`src/rtl/riscv_mem_arbiter_if.sv`:
```
// Bus bundle between the two core requesters (fetch, data) and the shared
// memory macro. The arbiter takes the slave view; the core/memory side takes master.
interface riscv_mem_arbiter_if #(
  parameter int ADDR_W = 32,
  parameter int DATA_W = 32
);
  // Handshake: a requester raises *_req with address/data stable and holds it
  // until the matching one-cycle *_ack; *_rdata is valid while *_ack is high.
  // In the cycle after ack, req must drop or carry a new request.
  logic              if_req;
  logic [ADDR_W-1:0] if_addr;
  logic [DATA_W-1:0] if_rdata;
  logic              if_ack;
  logic              dm_req;
  logic              dm_we;
  logic [ADDR_W-1:0] dm_addr;
  logic [DATA_W-1:0] dm_wdata;
  logic [DATA_W-1:0] dm_rdata;
  logic              dm_ack;
  logic              mem_en;
  logic              mem_we;
  logic [ADDR_W-1:0] mem_addr;
  logic [DATA_W-1:0] mem_wdata;
  logic [DATA_W-1:0] mem_rdata;

  modport slave (
    input  if_req, if_addr, dm_req, dm_we, dm_addr, dm_wdata, mem_rdata,
    output if_rdata, if_ack, dm_rdata, dm_ack, mem_en, mem_we, mem_addr, mem_wdata
  );

  modport master (
    output if_req, if_addr, dm_req, dm_we, dm_addr, dm_wdata, mem_rdata,
    input  if_rdata, if_ack, dm_rdata, dm_ack, mem_en, mem_we, mem_addr, mem_wdata
  );
endinterface

```
`src/rtl/riscv_mem_arbiter.sv`:
```
// Shares one synchronous memory between the fetch and data paths of the
// multicycle core, with round-robin arbitration and one SW/LED IO word.
module riscv_mem_arbiter #(
  parameter int              ADDR_W  = 32,
  parameter int              DATA_W  = 32,
  parameter int              MEM_LAT = 2,
  parameter logic [ADDR_W-1:0] IO_ADDR = 32'hFFFF_FFFC
) (
  input  logic                Clk,
  input  logic                Reset_n,
  riscv_mem_arbiter_if.slave  bus,
  input  logic [9:0]          SW,
  output logic [9:0]          LED,
  output logic                busy,
  output logic                grant_dm,
  output logic [1:0]          dbg_state
);

  typedef enum logic [1:0] {IDLE, ISSUE, WAIT, DONE} state_t;

  state_t     state, state_n;
  logic       prio_dm;
  logic [2:0] cnt;
  logic       lat_we;
  logic       lat_io;
  logic [9:0] sw_meta, sw_sync;
  logic       grant;
  logic       pick_dm;
  logic       io_hit;

  assign dbg_state = state;
  assign io_hit    = pick_dm && (bus.dm_addr == IO_ADDR);

  always_comb begin
    grant   = 1'b0;
    state_n = state;
    // prio_dm names the port that wins a simultaneous request
    pick_dm = bus.dm_req && (!bus.if_req || prio_dm);
    case (state)
      IDLE:    if (bus.if_req || bus.dm_req) begin
                 grant   = 1'b1;
                 state_n = ISSUE;
               end
      ISSUE:   state_n = (lat_io || lat_we) ? DONE : WAIT;
      WAIT:    if (cnt == '0) state_n = DONE;
      DONE:    state_n = IDLE;
      default: state_n = IDLE;
    endcase
  end

  always_ff @(posedge Clk or negedge Reset_n) begin
    if (!Reset_n) state <= IDLE;
    else          state <= state_n;
  end

  always_ff @(posedge Clk or negedge Reset_n) begin
    if (!Reset_n) begin
      sw_meta       <= '0;
      sw_sync       <= '0;
      prio_dm       <= 1'b1;
      cnt           <= '0;
      lat_we        <= 1'b0;
      lat_io        <= 1'b0;
      grant_dm      <= 1'b0;
      busy          <= 1'b0;
      LED           <= '0;
      bus.if_rdata  <= '0;
      bus.dm_rdata  <= '0;
      bus.if_ack    <= 1'b0;
      bus.dm_ack    <= 1'b0;
      bus.mem_en    <= 1'b0;
      bus.mem_we    <= 1'b0;
      bus.mem_addr  <= '0;
      bus.mem_wdata <= '0;
    end else begin
      sw_meta    <= SW;
      sw_sync    <= sw_meta;
      busy       <= (state_n != IDLE);
      bus.mem_en <= 1'b0;
      bus.mem_we <= 1'b0;
      bus.if_ack <= 1'b0;
      bus.dm_ack <= 1'b0;

      // Outputs are registered, so the ISSUE-cycle strobes are loaded on the grant edge
      if (grant) begin
        grant_dm     <= pick_dm;
        lat_io       <= io_hit;
        lat_we       <= pick_dm && bus.dm_we;
        bus.mem_addr <= pick_dm ? bus.dm_addr : bus.if_addr;
        if (pick_dm) bus.mem_wdata <= bus.dm_wdata;
        bus.mem_en   <= !io_hit;
        bus.mem_we   <= pick_dm && bus.dm_we && !io_hit;
      end

      if (state == ISSUE) begin
        cnt <= 3'(MEM_LAT - 1);
        if (lat_io) begin
          if (lat_we) LED <= bus.mem_wdata[9:0];
          else        bus.dm_rdata <= DATA_W'(sw_sync);
        end
      end

      if (state == WAIT) begin
        if (cnt == '0) begin
          if (grant_dm) bus.dm_rdata <= bus.mem_rdata;
          else          bus.if_rdata <= bus.mem_rdata;
        end else begin
          cnt <= cnt - 3'd1;
        end
      end

      if (state_n == DONE) begin
        bus.dm_ack <= grant_dm;
        bus.if_ack <= !grant_dm;
      end

      if (state == DONE) prio_dm <= !grant_dm;
    end
  end

endmodule

```
`src/flat_wrapper.sv`:
```
// flat-port wrapper written by rule: the top's interface ports become plain ports
module riscv_mem_arbiter_flat 
#(
  parameter int              ADDR_W  = 32,
  parameter int              DATA_W  = 32,
  parameter int              MEM_LAT = 2,
  parameter logic [ADDR_W-1:0] IO_ADDR = 32'hFFFF_FFFC
)
  (Clk, Reset_n, SW, LED, busy, grant_dm, dbg_state, bus_if_req, bus_if_addr, bus_dm_req, bus_dm_we, bus_dm_addr, bus_dm_wdata, bus_mem_rdata, bus_if_rdata, bus_if_ack, bus_dm_rdata, bus_dm_ack, bus_mem_en, bus_mem_we, bus_mem_addr, bus_mem_wdata);
  riscv_mem_arbiter_if #(.ADDR_W(ADDR_W), .DATA_W(DATA_W)) bus_i ();
  input  logic Clk;
  input  logic Reset_n;
  input  logic [9:0] SW;
  output logic [9:0] LED;
  output logic busy;
  output logic grant_dm;
  output logic [1:0] dbg_state;
  input wire logic [$bits(bus_i.if_req)-1:0] bus_if_req;
  input wire logic [$bits(bus_i.if_addr)-1:0] bus_if_addr;
  input wire logic [$bits(bus_i.dm_req)-1:0] bus_dm_req;
  input wire logic [$bits(bus_i.dm_we)-1:0] bus_dm_we;
  input wire logic [$bits(bus_i.dm_addr)-1:0] bus_dm_addr;
  input wire logic [$bits(bus_i.dm_wdata)-1:0] bus_dm_wdata;
  input wire logic [$bits(bus_i.mem_rdata)-1:0] bus_mem_rdata;
  output wire logic [$bits(bus_i.if_rdata)-1:0] bus_if_rdata;
  output wire logic [$bits(bus_i.if_ack)-1:0] bus_if_ack;
  output wire logic [$bits(bus_i.dm_rdata)-1:0] bus_dm_rdata;
  output wire logic [$bits(bus_i.dm_ack)-1:0] bus_dm_ack;
  output wire logic [$bits(bus_i.mem_en)-1:0] bus_mem_en;
  output wire logic [$bits(bus_i.mem_we)-1:0] bus_mem_we;
  output wire logic [$bits(bus_i.mem_addr)-1:0] bus_mem_addr;
  output wire logic [$bits(bus_i.mem_wdata)-1:0] bus_mem_wdata;
  assign bus_i.if_req = bus_if_req;
  assign bus_i.if_addr = bus_if_addr;
  assign bus_i.dm_req = bus_dm_req;
  assign bus_i.dm_we = bus_dm_we;
  assign bus_i.dm_addr = bus_dm_addr;
  assign bus_i.dm_wdata = bus_dm_wdata;
  assign bus_i.mem_rdata = bus_mem_rdata;
  assign bus_if_rdata = bus_i.if_rdata;
  assign bus_if_ack = bus_i.if_ack;
  assign bus_dm_rdata = bus_i.dm_rdata;
  assign bus_dm_ack = bus_i.dm_ack;
  assign bus_mem_en = bus_i.mem_en;
  assign bus_mem_we = bus_i.mem_we;
  assign bus_mem_addr = bus_i.mem_addr;
  assign bus_mem_wdata = bus_i.mem_wdata;
  riscv_mem_arbiter #(.ADDR_W(ADDR_W), .DATA_W(DATA_W), .MEM_LAT(MEM_LAT), .IO_ADDR(IO_ADDR)) u_core (.Clk(Clk), .Reset_n(Reset_n), .bus(bus_i), .SW(SW), .LED(LED), .busy(busy), .grant_dm(grant_dm), .dbg_state(dbg_state));
endmodule
```
`config.mk`:
```
export PLATFORM = sky130hd
export DESIGN_NAME = riscv_mem_arbiter_flat
export DESIGN_NICKNAME = d
export VERILOG_FILES = /design/src/rtl/riscv_mem_arbiter_if.sv /design/src/rtl/riscv_mem_arbiter.sv /design/src/flat_wrapper.sv
export SDC_FILE = /design/constraint.sdc
export NUM_CORES = 1
export LEC_CHECK = 0
export CAP_MARGIN = 5
export CORE_MARGIN = 2
export CORE_UTILIZATION = 40
export DETAILED_ROUTE_END_ITERATION = 6
export HOLD_SLACK_MARGIN = 0.15
export PLACE_DENSITY = 0.76
export SLEW_MARGIN = 10
export SYNTH_ARGS = -nofsm -noshare
export SYNTH_HDL_FRONTEND = slang
export SYNTH_SLANG_ARGS = --single-unit
```
`constraint.sdc`:
```
create_clock -name Clk -period 2.31 [get_ports Clk]
set_input_delay 0.462 -clock Clk [delete_from_list [all_inputs] [get_ports Clk]]
set_output_delay 0.462 -clock Clk [all_outputs]
set_load 0.02 [all_outputs]
```
==> flow_metrics.env <==
export IMPL_drc=0
export IMPL_yosysWarnings=0
export IMPL_first_pass_iters=4
export IMPL_power_frac_seq_pct=34.7
export IMPL_vias=5204
export IMPL_design_core_area_sq_um=17100
export IMPL_seq_area_frac_synth_pct=62.3
export IMPL_antenna_found_initial=0
export IMPL_hold_path_class="flop to flop"
export IMPL_clock_skew_ns=0.00872
export IMPL_worst_path_buf_inv=1
export IMPL_nets=973
export IMPL_grt_pass1_wl_mm=29.0
export IMPL_ys_ff_latch=172
export IMPL_p_leak_nw=4.79
export IMPL_clock_sinks=172
export IMPL_yosys_area_top_type="dfrtp_1"
export IMPL_r2r_slack_ns=0.37
export IMPL_setup_tns_final_ns=0
export IMPL_place_gp_congestion=0.852
export IMPL_die_w_microns=135
export IMPL_cts_setup_buffers=0
export IMPL_worstSetupPathType="flop to output port"
export IMPL_row_count=48
export IMPL_peakVddDrop_mv=0.746
export IMPL_crit_slowest_cell="clkdlybuf4s50_1"
export IMPL_grt_max_degree=69
export IMPL_synth_area_leaders="dfrtp_1 (62%), mux2_2 (7.5%), mux2_4 (6.1%), mux2i_1 (6.1%), nand2_1 (5.0%)"
export IMPL_outcome="finished clean"
export IMPL_port_buffers=288
export IMPL_dieArea_sq_um=18300
export IMPL_combPwrFrac_pct=45.9
export IMPL_dp_hpwl_mm=13.7
export IMPL_cp_end_kind="output port"
export IMPL_placedCellCount=1028
export IMPL_crit_fanout=8
export IMPL_finalWirelength_mm=18.4
export IMPL_p_per_area_nw_per_um2=1360
export IMPL_viasPerCell=4.90
export IMPL_clkLatencyLatePin_ns=0.42
export IMPL_instances_no_fill=1061
export IMPL_synth_top_area_share_pct=62.0
export IMPL_areaGrowthSynthToFinish_pct=54.4
export IMPL_numCtsBuffers=17
export IMPL_holdWs_ns=0.351
export IMPL_synth_cells=528
export IMPL_n_fill_cell=1293
export IMPL_layout_min_cycle_time_ns=2.09
export IMPL_clock_root_buffer="clkbuf_16"
export IMPL_finalSetupViolCount=0
export IMPL_ioPinCount=289
export IMPL_synth_cell_types=32
export IMPL_htreeDepth=4
export IMPL_slew_headroom_pct=60.6
export IMPL_initial_core_util_pct=40.5
export IMPL_clkTransAtPathRegs_ns=0.06
export IMPL_fmax_ghz=0.479
export IMPL_drtIter0Drc=149
export IMPL_p_clk_share_pct=19.3
export IMPL_grt_pass1_vias=5652
export IMPL_antenna_cells=0
export IMPL_tightest_slew_ns=0.589
export IMPL_clk_path_buf_depth=2
export IMPL_antenna_left=0
export IMPL_grt_usage_pct=20.6
export IMPL_cts_tree="yes"
export IMPL_intPower_w=0.00931
export IMPL_crit_path_cell_trace="clkdlybuf4s50_1"
export IMPL_wl_per_cell_microns=17.4
export IMPL_avgSynthCellArea_sq_um=13.1
export IMPL_synth_nets=678
export IMPL_die_h_microns=135
export IMPL_critical_path_top_delay_family="buffers and inverters"
export IMPL_synth_area_sq_um=6910
export IMPL_final_hold_violation_count=0
export IMPL_slowest_delay_ns=0.70
export IMPL_crit_required_ns=1.85
export IMPL_period_share_pct=90.4
export IMPL_maxSlewViolCount=0
export IMPL_maxCapViolCount=0
export IMPL_gr_total_overflow=0
export IMPL_critPathLaunchType="flop"
export IMPL_power_switching_w=0.00517
export IMPL_netSwitchingFraction_pct=35.7
export IMPL_drive_above_1_share_pct=15.7
export IMPL_cp_arrival_ns=1.63
export IMPL_rsz0062_at_grt="no"
[placed cells by master (no fill, tap or decap)]
| cell type | count |
|---|---|
| bufinv_16 | 1 |
| o21ba_2 | 1 |
| nor2_1 | 4 |
| and3b_1 | 1 |
| mux2_4 | 28 |
| ha_1 | 7 |
| inv_1 | 6 |
| nor2b_2 | 1 |
| a22o_1 | 1 |
| nand2b_1 | 2 |
| clkinv_4 | 1 |
| or2_2 | 2 |
| mux2i_1 | 42 |
| clkinv_2 | 3 |
| buf_4 | 9 |
| inv_6 | 5 |
| buf_12 | 5 |
| o21ai_0 | 46 |
| clkinvlp_4 | 1 |
| inv_2 | 1 |
| buf_6 | 1 |
| nand3_1 | 26 |
| dlygate4sd3_1 | 1 |
| clkbuf_16 | 17 |
| nor4_1 | 3 |
| dfstp_2 | 1 |
| nand4_1 | 7 |
| nand3b_1 | 2 |
| nor2_4 | 2 |
| a21oi_1 | 2 |
| dfrtp_1 | 171 |
| o21ai_4 | 2 |
| nand2_1 | 92 |
| a31oi_1 | 1 |
| and3_1 | 3 |
| mux2_2 | 46 |
| o31ai_1 | 1 |
| clkbuf_8 | 4 |
| clkdlybuf4s50_1 | 287 |
[final cells by class]
type | instances | area [sq um] | area share (%)
clock buffer | 21 | 480 | 4.51
tap | 225 | 282 | 2.64
multi-input combinational | 322 | 2400 | 22.5
inverter | 7 | 26.3 | 0.246
sequential | 172 | 4310 | 40.4
clock inverter | 11 | 105 | 0.986
timing repair buffer | 303 | 3060 | 28.7
[timing repair]
action	CTS	global route
endpoints found under the hold margin	49	0
resized for setup	0	0
hold buffers	1	0
[routing by layer]
layer	global-route usage [%]	vias to the layer above	share of wire [%]
met4	7.35	0	2.4
met3	8.16	34	8.9
met5	0	-	0
met1	22.6	2530	38
met2	36.3	234	51
li1	-	2406	-
[synthesized netlist by cell type]
master / instances
a21oi_1: 2
a22o_1: 1
a31oi_1: 1
and3_1: 3
and3b_1: 1
buf_2: 7
buf_4: 1
buf_6: 10
clkbuf_1: 9
dfrtp_1: 171
dfstp_2: 1
ha_1: 7
inv_1: 6
inv_2: 1
mux2_2: 46
mux2_4: 28
mux2i_1: 42
nand2_1: 92
nand2b_1: 2
nand3_1: 26
nand3b_1: 2
nand4_1: 7
nor2_1: 4
nor2_4: 2
nor2b_2: 1
nor4_1: 3
o21ai_0: 46
o21ai_1: 1
o21ai_2: 1
o21ba_2: 1
o31ai_1: 1
or2_2: 2
[metrics by stage]
step	util, %	cell area, sq um	total power [W]	setup WS (ns)
floorplan	-	6910	0.00840	0.611
global placement	59.0	10100	0.0115	0.243
detailed placement	59.0	10100	0.0118	0.206
CTS	62.5	10700	0.0146	0.190
global route	62.5	10700	0.0153	0.157
finish	62.5	10700	0.0145	0.221
[sequential cells by signal (all words and copies together) (netlist names)]
register and flops:
u_core.prio_dm 1, u_core.bus.mem_wdata 32, u_core.busy 1, u_core.bus.dm_rdata 32, u_core.bus.if_rdata 32, u_core.bus.mem_en 1
u_core.sw_meta 10, u_core.LED 10, u_core.bus.mem_we 1, u_core.bus.mem_addr 32, u_core.bus.dm_ack 1, u_core.lat_io 1
u_core.sw_sync 10, u_core.bus.if_ack 1, u_core.lat_we 1, u_core.dbg_state 2, u_core.cnt 3, u_core.grant_dm 1
[kinds of logic after synthesis]
kind of cell	share of synthesized area, %
buffers and inverters	3.12
DFF	62.3
and+or+nand+nor	9.44
adders and majority gates	1.27
muxes	19.7
AOI/OAI and AO/OA	4.15
[power by group through the flow]
stage	registers, W	clock network [W]	logic, W
after floorplan	0.00641	0	0.00199
after global placement	0.00499	0	0.00654
after detailed placement	0.00506	0	0.00671
after CTS	0.00504	0.00287	0.00673
after global routing	0.00519	0.00300	0.00708
final	0.00503	0.00280	0.00665
[path summary, 6_finish.rpt]
path / cells after the start / startpoint / to
worst min register to register: 0 / u_core.sw_meta[0]$_DFF_PN0_ / u_core.sw_sync[0]$_DFF_PN0_
worst max register to register: 7 / u_core.cnt[0]$_DFF_PN0_ / u_core.bus.if_rdata[11]$_DFFE_PN0P_
worst min-delay path: 0 / u_core.sw_meta[0]$_DFF_PN0_ / u_core.sw_sync[0]$_DFF_PN0_
min in group asynchronous: 2 / Reset_n / u_core.sw_meta[8]$_DFF_PN0_
worst max-delay path: 1 / u_core.grant_dm$_DFFE_PN0P_ / grant_dm
max in group asynchronous: 3 / Reset_n / u_core.prio_dm$_DFFE_PN1N_
Note: power is estimated with default switching activity, not from simulation.
